[config.mk]
export PLATFORM = sky130hd
export DESIGN_NAME = stage5_mem_stage_flat
export DESIGN_NICKNAME = d
export VERILOG_FILES = /design/src/rtl/stage5_mem_stage_if.sv /design/src/rtl/stage5_mem_stage.sv /design/src/flat_wrapper.sv
export SDC_FILE = /design/constraint.sdc
export NUM_CORES = 1
export LEC_CHECK = 0
export BUFFER_PORTS_ARGS = -buffer_cell sky130_fd_sc_hd__buf_4
export CAP_MARGIN = 5
export CORE_ASPECT_RATIO = 1.25
export CORE_UTILIZATION = 45
export DETAILED_ROUTE_END_ITERATION = 8
export PLACE_DENSITY = 0.73
export SYNTH_ARGS = -nofsm -noshare
export SYNTH_HDL_FRONTEND = slang
export SYNTH_SLANG_ARGS = --single-unit
[constraint.sdc]
create_clock -name CLK -period 1.9 [get_ports CLK]
set_input_delay 0 -clock CLK [delete_from_list [all_inputs] [get_ports CLK]]
set_output_delay 0 -clock CLK [all_outputs]
set_load 0.05 [all_outputs]
[src/rtl/stage5_mem_stage_if.sv]
// Data bus between the memory stage (master) and data memory (slave).
// The request side stays stable until the slave drops busy.
interface stage5_mem_stage_if;
  logic        dbus_ren;
  logic        dbus_wen;
  logic [31:0] dbus_addr;
  logic [31:0] dbus_wdata;
  logic [3:0]  dbus_byte_en;
  logic        dbus_busy;
  logic [31:0] dbus_rdata;

  modport master (
    output dbus_ren, dbus_wen, dbus_addr,
    output dbus_wdata, dbus_byte_en,
    input  dbus_busy, dbus_rdata
  );

  modport slave (
    input  dbus_ren, dbus_wen, dbus_addr,
    input  dbus_wdata, dbus_byte_en,
    output dbus_busy, dbus_rdata
  );
endinterface

[src/rtl/stage5_mem_stage.sv]
// MEM stage: data bus loads/stores with busy stall, MEM/WB register,
// and fetch redirect for taken branches and serialising flushes.
module stage5_mem_stage #(
  parameter logic [31:0] RESET_PC = 32'h0000_0200
) (
  input  logic        CLK,
  input  logic        RST,
  input  logic        ex_valid,
  input  logic [31:0] ex_pc,
  input  logic [31:0] ex_addr,
  input  logic [31:0] ex_store_data,
  input  logic [4:0]  ex_rd,
  input  logic        ex_reg_wen,
  input  logic        ex_mem_ren,
  input  logic        ex_mem_wen,
  input  logic [1:0]  ex_size,
  input  logic        ex_load_unsigned,
  input  logic        ex_brj_taken,
  input  logic [31:0] ex_brj_target,
  input  logic        ex_flush_req,
  output logic        ex_ready,
  stage5_mem_stage_if.master dbus,
  output logic [31:0] brj_addr,
  output logic [31:0] pc4,
  output logic        redirect,
  output logic        wb_valid,
  output logic [4:0]  wb_rd,
  output logic        wb_reg_wen,
  output logic [31:0] wb_data,
  output logic        wb_misaligned
);

  typedef enum logic {IDLE, WAIT} state_t;
  state_t state;

  logic        misal;
  logic        issue;
  logic        req;
  logic        done;
  logic [3:0]  be;
  logic [31:0] wd;
  logic [31:0] lane;
  logic [31:0] ld;

  logic        hold_ren;
  logic        hold_wen;
  logic [31:0] hold_addr;
  logic [31:0] hold_wdata;
  logic [3:0]  hold_be;

  assign misal = (ex_size == 2'b01 && ex_addr[0])
              || (ex_size[1] && ex_addr[1:0] != 2'b00);
  assign issue = ex_valid && !misal
              && (ex_mem_ren || ex_mem_wen);

  always_comb begin
    be = 4'b1111;
    wd = ex_store_data;
    unique case (1'b1)
      (ex_size == 2'b00): begin
        be = 4'b0001 << ex_addr[1:0];
        wd = {4{ex_store_data[7:0]}};
      end
      (ex_size == 2'b01): begin
        be = ex_addr[1] ? 4'b1100 : 4'b0011;
        wd = {2{ex_store_data[15:0]}};
      end
      default: ;
    endcase
  end

  // In WAIT the bus sees the captured request, not live EX inputs.
  always_comb begin
    dbus.dbus_ren     = 1'b0;
    dbus.dbus_wen     = 1'b0;
    dbus.dbus_addr    = '0;
    dbus.dbus_wdata   = '0;
    dbus.dbus_byte_en = '0;
    if (state == WAIT) begin
      dbus.dbus_ren     = hold_ren;
      dbus.dbus_wen     = hold_wen;
      dbus.dbus_addr    = hold_addr;
      dbus.dbus_wdata   = hold_wdata;
      dbus.dbus_byte_en = hold_be;
    end else if (issue) begin
      dbus.dbus_ren     = ex_mem_ren;
      dbus.dbus_wen     = ex_mem_wen;
      dbus.dbus_addr    = {ex_addr[31:2], 2'b00};
      dbus.dbus_wdata   = wd;
      dbus.dbus_byte_en = be;
    end
    if (RST) begin
      dbus.dbus_ren = 1'b0;
      dbus.dbus_wen = 1'b0;
    end
  end

  assign req      = dbus.dbus_ren || dbus.dbus_wen;
  assign ex_ready = !req || !dbus.dbus_busy;
  assign done     = ex_valid && !RST && ex_ready;

  assign lane = dbus.dbus_rdata >> {ex_addr[1:0], 3'b000};

  always_comb begin
    ld = lane;
    unique case (1'b1)
      (ex_size == 2'b00):
        ld = {{24{!ex_load_unsigned && lane[7]}}, lane[7:0]};
      (ex_size == 2'b01):
        ld = {{16{!ex_load_unsigned && lane[15]}}, lane[15:0]};
      default: ;
    endcase
  end

  always_ff @(posedge CLK) begin
    if (RST) begin
      state         <= IDLE;
      hold_ren      <= 1'b0;
      hold_wen      <= 1'b0;
      hold_addr     <= '0;
      hold_wdata    <= '0;
      hold_be       <= '0;
      brj_addr      <= RESET_PC;
      pc4           <= RESET_PC;
      redirect      <= 1'b0;
      wb_valid      <= 1'b0;
      wb_rd         <= '0;
      wb_reg_wen    <= 1'b0;
      wb_data       <= '0;
      wb_misaligned <= 1'b0;
    end else begin
      unique case (state)
        IDLE: if (req && dbus.dbus_busy) begin
          state      <= WAIT;
          hold_ren   <= dbus.dbus_ren;
          hold_wen   <= dbus.dbus_wen;
          hold_addr  <= dbus.dbus_addr;
          hold_wdata <= dbus.dbus_wdata;
          hold_be    <= dbus.dbus_byte_en;
        end
        WAIT: if (!dbus.dbus_busy) state <= IDLE;
        default: state <= IDLE;
      endcase
      wb_valid <= done;
      redirect <= done && (ex_brj_taken || ex_flush_req);
      if (done) begin
        wb_rd         <= ex_rd;
        wb_reg_wen    <= ex_reg_wen && !misal;
        wb_misaligned <= misal;
        wb_data       <= (ex_mem_ren && !misal) ? ld : ex_addr;
        if (ex_brj_taken)
          brj_addr <= ex_brj_target;
        else if (ex_flush_req)
          pc4 <= ex_pc + 32'd4;
      end
    end
  end

endmodule

[src/flat_wrapper.sv]
// flat-port wrapper written by rule: the top's interface ports become plain ports
module stage5_mem_stage_flat 
#(
  parameter logic [31:0] RESET_PC = 32'h0000_0200
)
  (CLK, RST, ex_valid, ex_pc, ex_addr, ex_store_data, ex_rd, ex_reg_wen, ex_mem_ren, ex_mem_wen, ex_size, ex_load_unsigned, ex_brj_taken, ex_brj_target, ex_flush_req, ex_ready, brj_addr, pc4, redirect, wb_valid, wb_rd, wb_reg_wen, wb_data, wb_misaligned, dbus_dbus_ren, dbus_dbus_wen, dbus_dbus_addr, dbus_dbus_wdata, dbus_dbus_byte_en, dbus_dbus_busy, dbus_dbus_rdata);
  stage5_mem_stage_if dbus_i ();
  input  logic CLK;
  input  logic RST;
  input  logic ex_valid;
  input  logic [31:0] ex_pc;
  input  logic [31:0] ex_addr;
  input  logic [31:0] ex_store_data;
  input  logic [4:0] ex_rd;
  input  logic ex_reg_wen;
  input  logic ex_mem_ren;
  input  logic ex_mem_wen;
  input  logic [1:0] ex_size;
  input  logic ex_load_unsigned;
  input  logic ex_brj_taken;
  input  logic [31:0] ex_brj_target;
  input  logic ex_flush_req;
  output logic ex_ready;
  output logic [31:0] brj_addr;
  output logic [31:0] pc4;
  output logic redirect;
  output logic wb_valid;
  output logic [4:0] wb_rd;
  output logic wb_reg_wen;
  output logic [31:0] wb_data;
  output logic wb_misaligned;
  output wire logic [$bits(dbus_i.dbus_ren)-1:0] dbus_dbus_ren;
  output wire logic [$bits(dbus_i.dbus_wen)-1:0] dbus_dbus_wen;
  output wire logic [$bits(dbus_i.dbus_addr)-1:0] dbus_dbus_addr;
  output wire logic [$bits(dbus_i.dbus_wdata)-1:0] dbus_dbus_wdata;
  output wire logic [$bits(dbus_i.dbus_byte_en)-1:0] dbus_dbus_byte_en;
  input wire logic [$bits(dbus_i.dbus_busy)-1:0] dbus_dbus_busy;
  input wire logic [$bits(dbus_i.dbus_rdata)-1:0] dbus_dbus_rdata;
  assign dbus_dbus_ren = dbus_i.dbus_ren;
  assign dbus_dbus_wen = dbus_i.dbus_wen;
  assign dbus_dbus_addr = dbus_i.dbus_addr;
  assign dbus_dbus_wdata = dbus_i.dbus_wdata;
  assign dbus_dbus_byte_en = dbus_i.dbus_byte_en;
  assign dbus_i.dbus_busy = dbus_dbus_busy;
  assign dbus_i.dbus_rdata = dbus_dbus_rdata;
  stage5_mem_stage #(.RESET_PC(RESET_PC)) u_core (.CLK(CLK), .RST(RST), .ex_valid(ex_valid), .ex_pc(ex_pc), .ex_addr(ex_addr), .ex_store_data(ex_store_data), .ex_rd(ex_rd), .ex_reg_wen(ex_reg_wen), .ex_mem_ren(ex_mem_ren), .ex_mem_wen(ex_mem_wen), .ex_size(ex_size), .ex_load_unsigned(ex_load_unsigned), .ex_brj_taken(ex_brj_taken), .ex_brj_target(ex_brj_target), .ex_flush_req(ex_flush_req), .ex_ready(ex_ready), .dbus(dbus_i), .brj_addr(brj_addr), .pc4(pc4), .redirect(redirect), .wb_valid(wb_valid), .wb_rd(wb_rd), .wb_reg_wen(wb_reg_wen), .wb_data(wb_data), .wb_misaligned(wb_misaligned));
endmodule
==> results.md <==
- Final Slew Violations: 0
- Routed length per instance: around 18 um
- Post-synth top area cell: dfxtp_1
- Area Overhead vs Synth: 57.9%
- Via Count: 10.4k
- FFs w/ async S/R, synth: 0%
- Post-synthesis sequential area ratio: between 30% and 40%
- Remaining antenna violation count: 0
- Setup Skew: about 0.017 ns
- Worst-path cell chain: buf_16, clkinvlp_4, nand4_1, buf_6, a21oi_4, a21o_1, buf_6
- Final #Nets: 1765
- Power Total: 10.1 mW
- Critical path's most frequent cell: buf_6
- Rows: 57
- Syn_nets: 1317
- Register area: 3530 um^2
- Reg clk slew, reported paths: 0.07 ns
- Pin slew with the least headroom to its limit: 0.631 ns
- Clock root cell: clkbuf_16
- Top-area cell type share of the netlist area: 39.6%
- Final Cell Area: 14100 um^2
- Top post-synthesis cells by area: dfxtp_1, nand2_1, a21oi_1
- Die area: around 20000 um^2
- Drc violations: 0
- Die height: 159 um
- Number of fillers in the final layout: 1529
- Commonest non-fill, non-tap cells in the layout: buf_4, nand2_1, dfxtp_1, dlygate4sd3_1, a21oi_1
- Placer Congestion: 0.922
- Worst Path Required: 1.90 ns
- Cts bufs inserted: 17
- HPWL after DPL: 22300 um
- Fmax: approximately 530 MHz
- # diodes: 0
- Final worst-path cycle share: 98.6%
- All-layer global routing usage: 32.6%
- Placed cell count: 1700
- Area of the core: about 19000 um^2
- Area used by multi-input combinational logic: 4990 um^2
- CP Capture Type: output pin
- Initial antenna violation count: 0
- Top_reg_cell synth: dfxtp_1
- Hold path depth: 3
- DR pass1 iterations: 6
- Largest net degree at the start of global routing: between 100 and 150
- Clk sinks: 176
- Ys Warns: 0
- Commonest non-fill, non-tap cell in the layout: buf_4
- Worst hold start: dbus_dbus_rdata[31]
- Netlist cell types: 56
- Clock buffer depth: 2
- H-tree level count: 4
- I/O Buffers: 352
- Max-cap viol count: 0
- Arr. time, crit path: 1.87 ns
- Reg2Reg Depth: 4
- Reg2reg start: u_core.state
- Fin cells: 1865
- Util after Layout: 72.5%
- CP Launch Type: flop
- Worst-skew pair later-pin latency: between 0.4 and 0.5 ns
- FF+latch count, synth: about 180
- Unrepaired setup endpoints after global routing: true
- Hold EP: u_core.wb_data[31]
- TritonCTS clock tree: yes
- Tmin final: between 1.5 and 2 ns
- Initial drt markers: just under 800
- Routed vias/inst: 5.58
- GRT overflow: 0
- Detailed Route WL: between 30000 and 40000 um
- Hold Path Class: in -> reg
- I/O Pins: 353
- Initial Util: 45.9%
- Vias in the first global route: about 10k
- Final Hold Vio Count: 0
- Cell area after synthesis: 8900 um^2
- EDFF count, synth: 0
- Worst slack, placed: 0.106 ns
- Slew headroom: 57.8%
- Outcome: completed
- Total power per unit cell area: 720 nW/um^2
- Cell Area, Placed: 11900 um^2
- Final worst slack: 0.0265 ns
- Critical Path Fanout Max: 8
- Layout cell share with drive strength beyond 1: 30.7%
- Die Wd: 128 um
- Internal reg-to-reg setup slack: 0.05 ns
- Finish-stage setup viols: 0
- Peak supply drop: 0.000586 V
- Syn avg cell area: 7.82 um^2
- P_leak: ~5.9 nW
- Kind of critical path: reg -> out
- Worst path slowest cell: dfxtp_4
- First-pass GRT wire length: approximately 53000 um
- CP peak stage delay: around 0.37 ns
- Reg-to-Reg End: u_core.pc4[9]
- Mapped Cells: about 1.1k
==> cell usage after synthesis, types with 6 or more instances <==
cell / count
nand4_1: 9
nor4_1: 8
nand2_1: 216
a21o_1: 18
inv_1: 6
and3_1: 8
nand3b_1: 23
nor3_1: 19
a22o_1: 29
a21oi_1: 121
clkbuf_1: 54
xor2_1: 11
mux2_2: 18
buf_6: 8
mux2i_1: 27
nor2b_1: 8
o21ai_0: 41
o22ai_1: 16
a221oi_1: 6
buf_2: 31
nor2_1: 78
xnor2_1: 20
a211oi_1: 42
buf_1: 6
dfxtp_1: 176
nand3_1: 86
==> power by group <==
part / total, mW / internal (mW) / switching, mW
clock: 3.69 / 2.11 / 1.58
sequential: 3.88 / 3.81 / 0.0723
combinational: 2.56 / 1.03 / 1.53
total: 10.1 / 6.94 / 3.19
==> layer usage <==
| layer | GRT usage (%) | vias to the layer above | share of wire, % | wire (um) |
|---|---|---|---|---|
| met1 | 36.8 | 4904 | 37 | 12800 |
| li1 | - | 4910 | - | - |
| met5 | 0 | - | 0 | 0 |
| met3 | 8.00 | 108 | 7.7 | 2640 |
| met4 | 17.8 | 0 | 4.7 | 1620 |
| met2 | 55.9 | 493 | 50 | 17400 |
==> cell families (layout without fill, tap and decap cells) <==
logic type	Yosys count	count (layout)	synth area share, %
and+or+nand+nor	478	478	24.7
AOI/OAI and AO/OA	298	298	21.2
DFF	176	176	39.6
buffers and inverters	109	570	5.83
muxes	46	46	5.56
xor gates and xnor gates	31	31	3.05
adders and majority gates	1	1	0.140
==> state kept, by name (all words and copies together), names as in the netlist, 4 cells and up <==
signal             flops
u_core.brj_addr       32
u_core.hold_addr      32
u_core.hold_be         4
u_core.hold_wdata     32
u_core.pc4            32
u_core.wb_data        32
u_core.wb_rd           5
==> worst max-delay path by stage <==
stage               cells past startpoint            start             endpoint
global route                            7     u_core.state  dbus_dbus_wdata[10]
global placement                        9       ex_addr[1]    u_core.wb_data[5]
finish                                  7     u_core.state  dbus_dbus_wdata[15]
detailed placement                      6  u_core.hold_ren        u_core.pc4[9]
CTS                                     7     u_core.state  dbus_dbus_wdata[15]
floorplan                               5     u_core.state   dbus_dbus_addr[11]
==> worst max-delay path, delay by kind of cell, from the launching register on <==
family                 cells  cell delay (ns)
and+or+nand+nor            1             0.19
buffers and inverters      4             0.61
AOI/OAI and AO/OA          2             0.28
DFF                        1             0.37
==> cell type report <==
| class | instances | area share (%) |
|---|---|---|
| clock buffer | 19 | 3.08 |
| clock inverter | 13 | 1.25 |
| inverter | 7 | 0.214 |
| multi-input combinational | 854 | 35.5 |
| sequential | 176 | 25.1 |
| tap | 265 | 2.36 |
| timing repair buffer | 531 | 32.5 |
==> timing repair <==
action,CTS,global route
gates cloned,3,2
hold buffers,121,0
gates resized for setup,26,16
setup endpoints to repair,46,75
pin swaps,0,2
endpoints found under the hold margin,148,0
setup buffers,3,4
==> through the flow <==
step	hold slack, ns	setup TNS [ns]
after detailed placement	0.190	0
after global placement	0.189	0
final	0.00840	0
after CTS	0.000267	-0.00591
after floorplan	0.0924	0
after global routing	0.00332	-0.0372
Power figures use the tool's default switching activity.
